[config.mk]
export PLATFORM = sky130hd
export DESIGN_NAME = ysyx_22051013_div_issue
export DESIGN_NICKNAME = d
export VERILOG_FILES = /design/src/rtl/ysyx_22051013_div_issue.sv
export SDC_FILE = /design/constraint.sdc
export NUM_CORES = 1
export LEC_CHECK = 0
export ABC_AREA = 1
export CORE_AREA = 5 5 175 177
export CTS_CLUSTER_DIAMETER = 50
export DETAILED_ROUTE_END_ITERATION = 7
export DIE_AREA = 0 0 180 182
export PLACE_DENSITY = 0.79
export SLEW_MARGIN = 0
export SYNTH_ARGS = -nofsm -noshare
export SYNTH_HDL_FRONTEND = slang
export SYNTH_SLANG_ARGS = --single-unit
[constraint.sdc]
create_clock -name clk -period 8.9 [get_ports clk]
set_input_delay 1.335 -clock clk [delete_from_list [all_inputs] [get_ports clk]]
set_output_delay 1.335 -clock clk [all_outputs]
set_load 0.03 [all_outputs]
[src/rtl/ysyx_22051013_div_issue.sv]
// ysyx_22051013_div_issue
// Requester-side controller for the 64-cycle iterative divider. Divide-by-zero
// and signed overflow are answered locally; every other op is sent to the
// divider with a single request pulse. Operands are held in registers until
// the divider strobes its result, and the W-adjusted result goes back to EXU.
module ysyx_22051013_div_issue #(
  parameter int DW = 64
) (
  input  logic          clk,
  input  logic          rst,
  input  logic          ex_div_en,
  input  logic [2:0]    ex_div_op,
  input  logic [DW-1:0] ex_src1,
  input  logic [DW-1:0] ex_src2,
  input  logic          flush,
  input  logic          div_ready,
  input  logic          div_out_valid,
  input  logic [DW-1:0] div_quotient,
  input  logic [DW-1:0] div_remainder,
  output logic          div_valid,
  output logic          div_flush,
  output logic          div_signed,
  output logic          div_w,
  output logic [DW-1:0] div_op1,
  output logic [DW-1:0] div_op2,
  output logic          ex_stall,
  output logic          res_valid,
  output logic [DW-1:0] res_data
);

  typedef enum logic [1:0] {
    IDLE  = 2'd0,
    ISSUE = 2'd1,
    WAIT  = 2'd2,
    RESP  = 2'd3
  } state_t;

  state_t        state_r;
  state_t        state_nxt_s;
  logic          signed_r;
  logic          rem_r;
  logic          w_r;
  logic [DW-1:0] src1_r;
  logic [DW-1:0] src2_r;
  logic [DW-1:0] res_r;

  logic          accept_s;
  logic          div0_s;
  logic          ovf_s;
  logic          special_s;
  logic [DW-1:0] bypass_raw_s;
  logic [DW-1:0] bypass_s;
  logic          load_res_s;
  logic [DW-1:0] res_nxt_s;

  // W results (including DIVUW/REMUW) are always sign-extended from bit 31.
  function automatic logic [DW-1:0] w_adjust(input logic is_w, input logic [DW-1:0] val);
    logic [DW-1:0] out;
    if (is_w) begin
      out = {{(DW-32){val[31]}}, val[31:0]};
    end else begin
      out = val;
    end
    return out;
  endfunction

  assign accept_s = (state_r == IDLE) & ex_div_en & ~flush;

  // Detect divide-by-zero / signed overflow on the incoming op and form its bypass result.
  always_comb begin
    div0_s       = 1'b0;
    ovf_s        = 1'b0;
    bypass_raw_s = {DW{1'b0}};
    if (ex_div_op[2]) begin
      div0_s = (ex_src2[31:0] == 32'h0000_0000);
      ovf_s  = ~ex_div_op[0] & (ex_src1[31:0] == 32'h8000_0000)
                             & (ex_src2[31:0] == 32'hFFFF_FFFF);
    end else begin
      div0_s = (ex_src2 == {DW{1'b0}});
      ovf_s  = ~ex_div_op[0] & (ex_src1 == {1'b1, {(DW-1){1'b0}}})
                             & (ex_src2 == {DW{1'b1}});
    end
    special_s = div0_s | ovf_s;
    if (ex_div_op[1]) begin
      bypass_raw_s = div0_s ? ex_src1 : {DW{1'b0}};
    end else begin
      bypass_raw_s = div0_s ? {DW{1'b1}} : ex_src1;
    end
    bypass_s = w_adjust(ex_div_op[2], bypass_raw_s);
  end

  // Next state and result-register load; flush overrides everything.
  always_comb begin
    state_nxt_s = state_r;
    load_res_s  = 1'b0;
    res_nxt_s   = res_r;
    if (flush) begin
      state_nxt_s = IDLE;
    end else begin
      case (state_r)
        IDLE: begin
          if (ex_div_en) begin
            if (special_s) begin
              state_nxt_s = RESP;
              load_res_s  = 1'b1;
              res_nxt_s   = bypass_s;
            end else begin
              state_nxt_s = ISSUE;
            end
          end else begin
            state_nxt_s = IDLE;
          end
        end
        ISSUE: begin
          if (div_ready) begin
            state_nxt_s = WAIT;
          end else begin
            state_nxt_s = ISSUE;
          end
        end
        WAIT: begin
          if (div_out_valid) begin
            state_nxt_s = RESP;
            load_res_s  = 1'b1;
            res_nxt_s   = w_adjust(w_r, rem_r ? div_remainder : div_quotient);
          end else begin
            state_nxt_s = WAIT;
          end
        end
        RESP:    state_nxt_s = IDLE;
        default: state_nxt_s = IDLE;
      endcase
    end
  end

  // State register.
  always_ff @(posedge clk or posedge rst) begin
    if (rst) begin
      state_r <= IDLE;
    end else begin
      state_r <= state_nxt_s;
    end
  end

  // Capture the op and operands when a request is accepted; they stay put until the next accept.
  always_ff @(posedge clk or posedge rst) begin
    if (rst) begin
      signed_r <= 1'b0;
      rem_r    <= 1'b0;
      w_r      <= 1'b0;
      src1_r   <= {DW{1'b0}};
      src2_r   <= {DW{1'b0}};
    end else if (accept_s) begin
      signed_r <= ~ex_div_op[0];
      rem_r    <= ex_div_op[1];
      w_r      <= ex_div_op[2];
      src1_r   <= ex_src1;
      src2_r   <= ex_src2;
    end
  end

  // Result register: loaded from the bypass path or the divider, held otherwise.
  always_ff @(posedge clk or posedge rst) begin
    if (rst) begin
      res_r <= {DW{1'b0}};
    end else if (load_res_s) begin
      res_r <= res_nxt_s;
    end
  end

  assign div_valid  = (state_r == ISSUE) & div_ready & ~flush;
  assign div_flush  = flush & ((state_r == ISSUE) | (state_r == WAIT));
  assign div_signed = signed_r;
  assign div_w      = w_r;
  assign div_op1    = src1_r;
  assign div_op2    = src2_r;
  assign ex_stall   = ~rst & (((state_r == IDLE) & ex_div_en & ~flush)
                            | (state_r == ISSUE) | (state_r == WAIT));
  assign res_valid  = (state_r == RESP) & ~flush;
  assign res_data   = res_r;

endmodule

==> results summary <==
Once detailed placement completed, the half-perimeter wirelength came to 31390 um. Sorting the synthesized cells by area gives the leading types as dfrtp_1, nand2_1, o21ai_0. In this run the vertical extent of the chip is around 180 um. The count of antenna-violating nets left after detailed routing came out at 0. The proportion of synthesized chip area in sequential cells came out at 0.4599. The routed length per instance came out at 18.70 um. By count the netlist is led by nand2_1, o21ai_0, nor2_1. The die covers ~33000 um^2. The die boundary width is 180 um.

The number of antenna violations at the first check in global routing is 4. The final layout contains routed wiring with a total length of 42860 um. The post-CTS repair timing setup buffer count is 0.

The area used by sequential logic in the layout came out at 4931 um^2. Counting the fill cells in the layout gives 2685. In this run, synthesis produced a sequential element count of between 150 and 200. The number of buffers inserted by port buffering came out at about 460. Compared with the post-synthesis result, the final layout area differs by 50.65%. The flow ran to the end, and the final reports show no timing, DRC or antenna violations.

The number of failing setup endpoints in the final timing report is 0. The power per cell area is ~250 nW/um^2. In the final layout, the multi-input gates occupy slightly below 5000 um^2.

The total count of max-transition violations in the final report came out at 0. The starting density of the core is 0.3686. The cell row count came out at 63. The total negative setup slack is 0 ps. The core region is 29090 um^2. The synthesized netlist contains 25 unique library cells. In this run, synthesis inferred 0 flip-flops with an integrated enable.

The number of violations reported at the end of detailed-routing iteration 0 came out at a little over 900. The maximum clock rate is 0.2225 GHz. The setup clock skew after layout is roughly 12 ps. The maximum VDD drop is 0.1319 mV. Once the clock tree was built, the resizer swapped 0 gates to a different size. The final critical delay including setup and external delays came out at about 4500 ps. The critical path in this run is classified as in -> out. The final net count is 2155. The cell area after synthesis is 10720 um^2. Data arrives at the worst endpoint at 3160 ps. The fraction of registers with async set/reset came out at 1.000. STA classifies the critical path endpoint as an output port. Counting every sink on the clock net gives 197. Using the TritonRoute via totals, the vias-per-cell ratio works out to 5.038. Among all cell types in the netlist, the one instantiated most often is nand2_1. Of all nets on the critical path, the largest fanout is 33. The cell count after synthesis came out at 1492. The Yosys warning count came out at 0.

In the routed design, unresolved DRC markers number 0. Summed over all layers, the global routing overflow is 0. Among all flip-flop cells after synthesis, the most frequent one is dfrtp_1. The total vias in the final route is 11548. The slew at the pin closest to its max-slew limit came out at around 1100 ps. The congestion estimate from routability-driven global placement came to 0.9497. The cell sitting at the root of the clock tree is a clkbuf_16. The clock-pin slew on the worst setup and hold paths came out at about 70 ps. The portion of synthesized cell area occupied by the leading cell type came out at 0.4599. The post-synth net total is 1761. The global-route wire length before repair came out at around 65000 um.

The clock latency on the worst-skew pair came out at roughly 440 ps. The static power due to leakage is 7.438 nW. The number of top-level pins is 463. The worst endpoint required time is 7570 ps. The tool flagged a number of max-cap violations equal to 0. Hold repair after CTS inserted 0 buffers. TritonCTS built the clock tree. The fraction of layout instances using a drive strength above 1 is 0.04581. The via count of the first global-routing pass is 11348. The total global routing track utilization came out at 0.2521.

The average cell area after synthesis is 7.185 um^2. Setup slack on the worst reg-to-reg path comes out at 6010 ps. The maximum clock path buffer count is 2. The relative slew slack is 0.2352.

The total power consumption of the routed design came out at a little over 4 mW. The part of the cycle the worst path needs came out at 0.5051. Entering global routing, the biggest net connects 121 pins. The largest total area in the synthesized netlist belongs to dfrtp_1.

The pre-antenna-repair detailed-routing pass consisted of 5 iterations. STA classifies the critical path startpoint as an input port. The worst min-delay path class is reg -> reg. The number of buffers created by CTS came out at 17. The final hold violation count was 0. Setup repair after global routing left no endpoint under its margin.

The number of H-tree levels came out at 4.
-- cell usage in the layout (no fill, tap or decap) --
| master | count |
|---|---|
| mux2i_1 | 1 |
| inv_2 | 1 |
| a31oi_1 | 1 |
| bufinv_16 | 4 |
| nand3_4 | 1 |
| inv_8 | 1 |
| mux2_2 | 30 |
| o21ai_0 | 270 |
| clkinv_1 | 1 |
| dfrtp_2 | 1 |
| clkdlybuf4s50_1 | 461 |
| nor3_1 | 3 |
| nor2_4 | 1 |
| nand4_1 | 19 |
| clkbuf_1 | 2 |
| o21ai_2 | 5 |
| nor2_1 | 203 |
| clkinv_2 | 1 |
| clkbuf_16 | 17 |
| o21ai_1 | 17 |
| nand3_1 | 10 |
| inv_1 | 114 |
| buf_4 | 12 |
| ha_1 | 3 |
| nand2_4 | 1 |
| nand2_1 | 413 |
| nand2_2 | 1 |
| a211oi_1 | 1 |
| ha_4 | 1 |
| dfrtp_1 | 196 |
| diode_2 | 3 |
| nand3_2 | 1 |
| nor2_2 | 1 |
| a21oi_1 | 97 |
| clkinvlp_4 | 3 |
| inv_6 | 5 |
-- registers in the layout, indices dropped and copies added (netlist names) --
register and count:
res_data 64, div_signed 1, state_r 2, rem_r 1, div_w 1, div_op1 64
div_op2 64
-- per-stage QoR --
stage	utilization	instance area [um^2]	instances	setup WS [ps]	hold WS (ps)
finish	0.5553	16150	2292	4405	477.1
global route	0.5553	16150	2292	4320	502.0
CTS	0.5550	16140	2289	4415	482.7
detailed placement	0.5335	15520	2257	4418	464.0
global placement	0.5335	15520	2257	4382	460.9
floorplan	-	10720	1492	2196	653.4
-- metal layers --
layer  up-vias  track usage  share of wire
met5         -            0        0.00030
met4         2       0.1058          0.039
met3        90      0.06490          0.075
met2       493       0.4185           0.48
met1      5391       0.3133           0.41
li1       5572            -              -
-- report_power, final --
group          internal [mW]  total (mW)  switching [mW]
clock network          0.476       0.848           0.372
logic                  0.746        1.87            1.13
registers               1.16        1.32           0.158
total                   2.39        4.04            1.66
-- worst max-delay path, cell delays in order --
cell             delay [ps]
clkdlybuf4s50_1         480
nor2_1                  210
nand2_4                 230
a31oi_1                 210
clkdlybuf4s50_1         700
-- cell type report --
class	instances	area share
clock buffer	19	0.02681
inverter	117	0.02766
sequential	197	0.3053
timing repair buffer	473	0.2913
clock inverter	13	0.01185
tap	390	0.03021
multi-input combinational	1080	0.3064
antenna	3	0.0004648
-- kinds of logic after synthesis --
| family | count (synthesis) | synth area share |
|---|---|---|
| multiplexers | 31 | 0.03245 |
| flip-flops | 197 | 0.4599 |
| buffers and inverters | 215 | 0.08135 |
| AND/OR/NAND/NOR | 654 | 0.2370 |
| adder cells (fa/ha/maj) | 4 | 0.004669 |
| AO/OA/AOI/OAI | 391 | 0.1846 |
-- worst paths after layout --
path / depth (start not counted) / to / startpoint
max: 5 / ex_stall / flush
min in group asynchronous: 2 / div_op1[36]$_DFFE_PP0P_ / rst
min: 2 / res_data[60]$_DFFE_PP0P_ / res_data[60]$_DFFE_PP0P_
max in group asynchronous: 3 / div_op1[0]$_DFFE_PP0P_ / rst
max reg2reg: 9 / res_data[17]$_DFFE_PP0P_ / state_r[0]$_DFF_PP0_
min reg2reg: 2 / res_data[60]$_DFFE_PP0P_ / res_data[60]$_DFFE_PP0P_
Power figures use the tool's default switching activity.
